## src/rtl/player_input.sv

```systemverilog
// player_input: merges PS/2 keys and MiSTer joysticks into per-player
// control vectors with autofire, coin pulse stretching and a pause toggle.
module player_input #(
   parameter int          NUM_PLAYERS     = 2,
   parameter int          NUM_BUTTONS     = 3,
   parameter logic [15:0] COIN_CYCLES     = 16'd50000,
   parameter int          AUTOFIRE_FRAMES = 2
) (
   input  logic                                   clk_sys,
   input  logic                                   RESET,
   input  logic [10:0]                            ps2_key,
   input  logic [16*NUM_PLAYERS-1:0]              joystick,
   input  logic [NUM_PLAYERS*NUM_BUTTONS-1:0]     autofire_en,
   input  logic                                   frame,
   output logic [(NUM_BUTTONS+6)*NUM_PLAYERS-1:0] player,
   output logic                                   pause
);

   localparam int PW = NUM_BUTTONS + 6;
   localparam int FW = (AUTOFIRE_FRAMES > 1) ? $clog2(AUTOFIRE_FRAMES) : 1;
   localparam logic [FW-1:0] F_LAST = FW'(AUTOFIRE_FRAMES - 1);

   // Scan codes in order: up, down, left, right, b1..b6, start, coin
   localparam logic [7:0] P1_KEYS [12] = '{
      8'h75, 8'h72, 8'h6B, 8'h74, 8'h14, 8'h11,
      8'h29, 8'h12, 8'h1A, 8'h22, 8'h16, 8'h2E};
   localparam logic [7:0] P2_KEYS [12] = '{
      8'h2D, 8'h2B, 8'h23, 8'h34, 8'h1C, 8'h1B,
      8'h15, 8'h1D, 8'h24, 8'h2C, 8'h1E, 8'h36};
   localparam logic [7:0] PAUSE_KEY = 8'h4D;

   // {valid, code} for output bit i of player p; only P1/P2 have keys
   function automatic logic [8:0] key_code(input int p, input int i);
      logic [3:0] k;
      if (i < 4 + NUM_BUTTONS)       k = 4'(i);
      else if (i == 4 + NUM_BUTTONS) k = 4'd10;
      else                           k = 4'd11;
      if (p == 0)      key_code = {1'b1, P1_KEYS[k]};
      else if (p == 1) key_code = {1'b1, P2_KEYS[k]};
      else             key_code = 9'd0;
   endfunction

   logic          primed;
   logic          old_toggle;
   logic          key_evt;
   logic          key_pause;
   logic [FW-1:0] fcnt;
   logic          af_phase;
   logic          pause_src;
   logic          pause_prev;
   logic          unused_ok;

   assign key_evt   = primed & (ps2_key[10] ^ old_toggle);
   assign unused_ok = ^{ps2_key[8], joystick};

   // First cycle after reset only samples the toggle; later flips are events
   always_ff @(posedge clk_sys or posedge RESET) begin
      if (RESET) begin
         primed     <= 1'b0;
         old_toggle <= 1'b0;
      end else if (!primed) begin
         primed     <= 1'b1;
         old_toggle <= ps2_key[10];
      end else if (key_evt) begin
         old_toggle <= ps2_key[10];
      end
   end

   // Pause key state
   always_ff @(posedge clk_sys or posedge RESET) begin
      if (RESET)
         key_pause <= 1'b0;
      else if (key_evt && ps2_key[7:0] == PAUSE_KEY)
         key_pause <= ps2_key[9];
   end

   // Shared autofire phase, flips every AUTOFIRE_FRAMES frame strobes
   always_ff @(posedge clk_sys or posedge RESET) begin
      if (RESET) begin
         fcnt     <= '0;
         af_phase <= 1'b1;
      end else if (frame) begin
         if (fcnt == F_LAST) begin
            fcnt     <= '0;
            af_phase <= ~af_phase;
         end else begin
            fcnt <= fcnt + FW'(1);
         end
      end
   end

   // Pause request from the key or any player's joystick
   always_comb begin
      pause_src = key_pause;
      for (int p = 0; p < NUM_PLAYERS; p++)
         pause_src = pause_src | joystick[16*p + 6 + NUM_BUTTONS];
   end

   // Pause toggles once per rising edge of the merged request
   always_ff @(posedge clk_sys or posedge RESET) begin
      if (RESET) begin
         pause_prev <= 1'b0;
         pause      <= 1'b0;
      end else begin
         pause_prev <= pause_src;
         if (pause_src && !pause_prev)
            pause <= ~pause;
      end
   end

   for (genvar p = 0; p < NUM_PLAYERS; p++) begin : g_pl
      logic [PW-1:0] key_r;
      logic [PW-1:0] src;
      logic [PW-1:0] out_r;
      logic          coin_prev;
      logic [15:0]   cnt;
      logic [15:0]   cnt_next;

      // Key registers laid out like the output vector
      always_ff @(posedge clk_sys or posedge RESET) begin
         if (RESET) begin
            key_r <= '0;
         end else if (key_evt) begin
            for (int i = 0; i < PW; i++)
               if (key_code(p, i) == {1'b1, ps2_key[7:0]})
                  key_r[i] <= ps2_key[9];
         end
      end

      // Merge keys with the joystick word, reordered to output layout
      always_comb begin
         src = key_r | {joystick[16*p + 5 + NUM_BUTTONS],
                        joystick[16*p + 4 + NUM_BUTTONS],
                        joystick[16*p + 4 +: NUM_BUTTONS],
                        joystick[16*p + 0],
                        joystick[16*p + 1],
                        joystick[16*p + 2],
                        joystick[16*p + 3]};
      end

      // Coin pulse counter; edges during an active pulse are dropped
      always_comb begin
         cnt_next = '0;
         if (cnt != '0)
            cnt_next = cnt - 16'd1;
         else if (src[PW-1] && !coin_prev)
            cnt_next = COIN_CYCLES;
      end

      // Registered player outputs with autofire gating on the buttons
      always_ff @(posedge clk_sys or posedge RESET) begin
         if (RESET) begin
            cnt       <= '0;
            coin_prev <= 1'b0;
            out_r     <= '0;
         end else begin
            cnt       <= cnt_next;
            coin_prev <= src[PW-1];
            out_r     <= {cnt_next != '0,
                          src[PW-2],
                          src[4 +: NUM_BUTTONS] &
                          (~autofire_en[p*NUM_BUTTONS +: NUM_BUTTONS] |
                           {NUM_BUTTONS{af_phase}}),
                          src[3:0]};
         end
      end

      assign player[PW*p +: PW] = out_r;
   end

endmodule

```

## config.mk

```make
export PLATFORM = sky130hd
export DESIGN_NAME = player_input
export DESIGN_NICKNAME = d
export VERILOG_FILES = /design/src/rtl/player_input.sv
export SDC_FILE = /design/constraint.sdc
export NUM_CORES = 1
export LEC_CHECK = 0
export ABC_AREA = 1
export CORE_UTILIZATION = 30
export DETAILED_ROUTE_END_ITERATION = 7
export GPL_TIMING_DRIVEN = 1
export PLACE_DENSITY_LB_ADDON = 0.1
export SYNTH_ARGS = -nofsm -noshare
export SYNTH_HDL_FRONTEND = slang
export SYNTH_SLANG_ARGS = --single-unit
```

## constraint.sdc

```tcl
create_clock -name clk_sys -period 3.05 [get_ports clk_sys]
set_input_delay 0.61 -clock clk_sys [delete_from_list [all_inputs] [get_ports clk_sys]]
set_output_delay 0.61 -clock clk_sys [all_outputs]
set_load 0.02 [all_outputs]
```

==> results of run 1 <==
final cells by class:
cell class	count	area (um^2)	share of cell area, %
flip-flops and latches	77	1930	38.4
multi-input cells	341	1660	33.1
repair buffers	60	606	12.1
inverters	75	283	5.63
clock buffers	13	260	5.18
well taps	172	215	4.28
clock inverters	3	67.6	1.34
final timing paths:
kind	slack, ns	to
min reg2reg	0.43	g_pl[0].cnt[0]$_DFF_PP0_
max reg2reg	1.19	g_pl[1].out_r[8]$_DFF_PP0_
min	0.43	g_pl[0].cnt[0]$_DFF_PP0_
max	1.11	player[0]
max in group asynchronous	1.78	af_phase$_DFFE_PP1P_
min in group asynchronous	0.62	g_pl[0].cnt[2]$_DFF_PP0_
per-layer routing:
layer | vias up | global-route usage [%] | part of all wire (%)
li1 | 1693 | - | -
met1 | 1514 | 20.4 | 49
met2 | 53 | 22.9 | 45
met3 | 11 | 2.82 | 3.9
met4 | 0 | 6.92 | 1.9
met5 | - | 0 | 0
registers in the layout, indices dropped and copies added (netlist names), 2 cells and up:
signal and count:
g_pl.cnt 32, g_pl.key_r 18, g_pl.out_r 18, g_pl.coin_prev 2
kinds of logic (layout without fill, tap and decap cells):
logic type,Yosys count,after routing
xor gates and xnor gates,9,9
adders and majority gates,4,4
AOI/OAI and AO/OA,42,42
DFF,77,77
other,1,1
and+or+nand+nor,285,285
buffers and inverters,78,151
power by group:
part           internal (mW)  total, mW  switching, mW
Clock                  0.762       1.18          0.415
Combinational          0.126      0.262          0.136
Sequential              1.08       1.10         0.0230
Total                   1.97       2.54          0.574
layout by cell type (no fill, tap or decap), types with 9 or more instances in the layout:
cell and n:
a21oi_1 12, clkbuf_16 9, clkdlybuf4s50_1 57, dfrtp_1 76, inv_1 73, nand2_1 106, nand2_2 10, nand3_1 53
nor2_1 68, nor2_2 15, o21ai_0 21, or2_2 10
==> impl_metrics.yaml, run 1 <==
global_route:
  grt_pass1_vias: 3232
  grt_max_degree: 46
  grt_overflow: 0
  antenna_found_initial: 0
  track_usage_pct: 14.9
  grt_pass1_wl_um: 15300
cts:
  cts_hold_buf: 0
  clock_sinks: 77
  cts-root-buf: "clkbuf_16"
  numCtsBuffers: 9
  cts_max_level: 3
  clk_pin_slew_ns: 0.06
  post_cts_buffers: 0
  cts_tree: "yes"
  clockBufferDepth: 2
  worstSkewPairLatency_ns: 0.34
  cts_resized: 0
setup_path:
  cp-end-kind: "output port"
  path_cells: "clkdlybuf4s50_1"
  r2r_cells: 11
  crit_slowest_cell: "clkdlybuf4s50_1"
  r2r-start: "g_pl[1].cnt[0]$_DFF_PP0_"
  cp_num_buf_inv: 1
  startpoint_type: "register"
  slowest_delay_ns: 0.62
  worstSetupPathType: "register to output port"
  required_ns: 2.44
  cp_top_family: "buffers and inverters"
  worstPathArrival_ns: 1.33
  cp_num_cells: 1
  critPathMaxFanout: 1
  startpoint: "g_pl[0].out_r[0]$_DFF_PP0_"
placed_design:
  placement.setup.worst_slack_ns: 0.887
  port_buffers: 57
  hpwl_um: 6700
  finalWeightedCongestion: 0.803
  place_inst: 725
  dpl_cell_area_mm2: 0.00470
timing:
  fin_skew_ns: 0.00408
  hold_slack_ns: 0.434
  post-route-min-period_ns: 1.94
  final-hold-violation-count: 0
  fin_ws_ns: 1.11
  slew_viol_final: 0
  tns_ns: 0
  finalSetupViolCount: 0
  min_period_over_period_pct: 63.6
  clock.fmax_mhz: 516
  rsz0062_at_grt: "false"
job:
  cap_violations: 0
synth:
  yosys.area_share.simple_pct: 33.6
  synth_commonest_cells: "nand2_1, dfrtp_1, inv_1"
  netlist_instances: 496
  synthMuxAreaShare_pct: 0
  synth-edff-count: 0
  synth_xor_area_share_pct: 2.03
  synth_area_per_cell_um2: 7.84
  yosysWarnings: 0
  synth_top_area_cell: "dfrtp_1"
  yosys.area.top_type_share_pct: 48.9
  synth.distinct_cells: 31
  ys.flop_type: "dfrtp_1"
  synth_top_family_by_area: "simple AND/OR/NAND/NOR gates"
  syn_nets: 552
  synth-seq-cells: 77
  yosysMostFrequentCell: "nand2_1"
  synthArstFlopShare_pct: 100
  synth_compound_area_share_pct: 5.80
  synth_fa_ha_area_share_pct: 1.29
  synth_area_leaders: "dfrtp_1, nand2_1, inv_1"
  synth_area_mm2: 0.00389
  yosysSeqAreaShare_pct: 49.6
min_path:
  min_from: "g_pl[0].cnt[0]$_DFF_PP0_"
  min_delay_path_depth: 1
  holdCritPathClass: "register to register"
floorplanning:
  die_y_um: 116
  core_area_mm2: 0.0126
  ios: 71
  dieArea_mm2: 0.0134
  fp.dieW_um: 116
  start_util_pct: 30.8
  rows: 41
cells_and_area:
  fin_nets: 620
  fin_util_pct: 39.8
  fin_cells: 741
  fin_area_mm2: 0.00502
  antenna_cells: 0
  layout-drive-gt1-share_pct: 11.1
  syn_to_final_growth_pct: 29.3
  fillCellCount: 1321
routing:
  drt_iter0_markers: 121
  vias_per_cell: 4.41
  wirelength_um: 8880
  vias: 3271
  wire_per_inst_um: 12.0
  dr.pass1.iters: 4
  drc: 0
  postRouteAntennaNets: 0
power:
  power_mw: 2.54
  vdd_drop_max_v: 0.000223
  p_leak_nw: 2.36
  p_per_area_mw_per_mm2: 506
run_status:
  status: "finished clean"
No activity file was read; power rests on OpenSTA's default activity.
==> run 2: changes to the inputs <==
==> constraint.sdc (replaced) <==
create_clock -name clk_sys -period 2 [get_ports clk_sys]
set_input_delay 0.4 -clock clk_sys [delete_from_list [all_inputs] [get_ports clk_sys]]
set_output_delay 0.4 -clock clk_sys [all_outputs]
set_load 0.02 [all_outputs]
==> run 2 against run 1 <==
Global-route usage fell by 0.26 points. Cell area rose by 0.40%. Register-to-register slack got worse by 0.97 ns. Count of clock-buffer cells in the layout fell by 2. Sequential power rose by 53%. Routed wire length fell by 0.32%. Clock power rose by 42%. Critical path type is now register to register. Critical endpoint is now g_pl[0].out_r[8]$_DFF_PP0_.
==> impl_metrics.yaml, run 2 (synthesis gave the netlist of run 1 again) <==
cts:
  clockBufferDepth: 2
  cts-root-buf: "clkbuf_16"
  numCtsBuffers: 9
  clock_sinks: 77
  cts_max_level: 3
  clk_pin_slew_ns: 0.06
  cts_tree: "yes"
  worstSkewPairLatency_ns: 0.34
setup_path:
  startpoint_type: "register"
  worstSetupPathType: "register to register"
  worstPathArrival_ns: 1.99
  slowest_delay_ns: 0.37
  cp_num_buf_inv: 1
  cp_top_family: "simple AND/OR/NAND/NOR gates"
  cp-end-kind: "register"
  critPathMaxFanout: 8
  crit_slowest_cell: "dfrtp_1"
  path_cells: "inv_1, ha_1, nand3_1, nor2_4, nand2_4, nand2_2, nand2_2, nor2_2, nand2_1, nor2_1, nand3_1"
  required_ns: 2.22
cells_and_area:
  fin_area_mm2: 0.00504
  antenna_cells: 0
  fin_nets: 623
  largest_register_ffs: 32
  syn_to_final_growth_pct: 29.8
  fillCellCount: 1321
  regMostFlops: "g_pl.cnt"
  multiInputGateArea_mm2: 0.00167
  mostFrequentLayoutCell: "nand2_1"
  layout-drive-gt1-share_pct: 12.1
  regArea_mm2: 0.00193
  final_cell_mix: "nand2_1, dfrtp_1, inv_1, nor2_1, clkdlybuf4s50_1"
  top_regs: "g_pl.cnt (32), g_pl.key_r (18), g_pl.out_r (18)"
floorplanning:
  start_util_pct: 30.8
  die_y_um: 116
  rows: 41
  ios: 71
  fp.dieW_um: 116
  core_area_mm2: 0.0126
  dieArea_mm2: 0.0134
global_route:
  grt_overflow: 0
  antenna_found_initial: 0
  grt_pass1_vias: 3083
  grt_pass1_wl_um: 14800
  track_usage_pct: 14.7
  grt_max_degree: 35
min_path:
  holdCritPathClass: "primary input to asynchronous set/reset pin"
placed_design:
  finalWeightedCongestion: 0.808
  placement.setup.worst_slack_ns: 0.128
  hpwl_um: 6720
  port_buffers: 57
  dpl_cell_area_mm2: 0.00473
timing:
  min_period_over_period_pct: 88.8
  fin_skew_ns: 0.00531
  post-route-min-period_ns: 1.78
  tns_ns: 0
  fin_ws_ns: 0.225
  final-hold-violation-count: 0
  hold_slack_ns: 0.421
  slew_viol_final: 0
  finalSetupViolCount: 0
  rsz0062_at_grt: "false"
  clock.fmax_mhz: 563
power:
  p_per_area_mw_per_mm2: 742
  vdd_drop_max_v: 0.000369
  p_leak_nw: 2.38
routing:
  wire_per_inst_um: 11.9
  vias: 3215
  postRouteAntennaNets: 0
  wirelength_um: 8850
  drt_iter0_markers: 135
  vias_per_cell: 4.32
  dr.pass1.iters: 4
  drc: 0
run_status:
  status: "finished clean"
job:
  cap_violations: 0
run 2: cell types whose count changed in the layout (fill, tap and decap cells not counted), sizes merged:
cell      previous run  this run
clkinv               1         3
clkbuf              13        11
bufinv               2         1
buf                  3         6
clkinvlp             1         2
run 2: path summary, 6_finish.rpt:
check | startpoint | to | slack, ns | cells past startpoint
min in group clk_sys | g_pl[0].cnt[0]$_DFF_PP0_ | g_pl[0].cnt[0]$_DFF_PP0_ | 0.42 | 1
hold / removal | RESET | g_pl[1].cnt[9]$_DFF_PP0_ | 0.42 | 2
hold reg to reg | g_pl[0].cnt[0]$_DFF_PP0_ | g_pl[0].cnt[0]$_DFF_PP0_ | 0.42 | 1
setup / recovery | g_pl[0].cnt[0]$_DFF_PP0_ | g_pl[0].out_r[8]$_DFF_PP0_ | 0.22 | 11
setup reg to reg | g_pl[0].cnt[0]$_DFF_PP0_ | g_pl[0].out_r[8]$_DFF_PP0_ | 0.22 | 11
max in group asynchronous | RESET | af_phase$_DFFE_PP1P_ | 1.03 | 3
run 2: area by class of cell:
type | instances | share of cell area (%)
clock buffers | 11 | 4.81
clock inverters | 5 | 1.19
inverters | 75 | 5.66
multi-input cells | 341 | 33.1
flip-flops and latches | 77 | 38.2
well taps | 172 | 4.27
repair buffers | 63 | 12.7
run 2: worst register-to-register path: cells and delay by family (launching register included):
family,cells,cell delay [ns]
DFF,1,0.37
and+or+nand+nor,9,0.95
buffers and inverters,1,0.13
adders and majority gates,1,0.21
run 2: per-layer routing:
| metal | GRT usage [%] | routed length, um |
|---|---|---|
| met1 | 19.8 | 4270 |
| met2 | 22.2 | 3990 |
| met3 | 2.82 | 399 |
| met4 | 8.03 | 187 |
| met5 | 0 | 0 |
run 2: timing repair:
action | CTS | global route
setup endpoints to repair | 0 | 2
gates resized for setup | 0 | 3
hold buffers | 0 | 0
buffers inserted | 0 | 0
run 2: stage by stage:
stage,util [%],total power [mW],cells
6_report,40.0,3.74,744
3_5_place_dp,37.5,2.12,728
3_3_place_gp,37.5,2.11,728
5_1_grt,40.0,3.93,744
4_1_cts,39.9,3.82,744
2_1_floorplan,-,1.89,496
run 2: power by group:
part	total [mW]	switching, mW	internal [mW]
Combinational	0.398	0.202	0.196
Sequential	1.68	0.0321	1.64
Clock	1.67	0.664	1.00
==> run 3: changes to the inputs <==
--- a/config.mk
+++ b/config.mk
@@ -6,9 +6,11 @@
 export NUM_CORES = 1
 export LEC_CHECK = 0
 export ABC_AREA = 1
+export CAP_MARGIN = 20
 export CORE_UTILIZATION = 30
 export DETAILED_ROUTE_END_ITERATION = 7
 export GPL_TIMING_DRIVEN = 1
+export HOLD_SLACK_MARGIN = 0.1
 export PLACE_DENSITY_LB_ADDON = 0.1
 export SYNTH_ARGS = -nofsm -noshare
 export SYNTH_HDL_FRONTEND = slang
==> results of run 3 <==
Same layout as run 2: the final DEF is identical, and so are final timing and power.
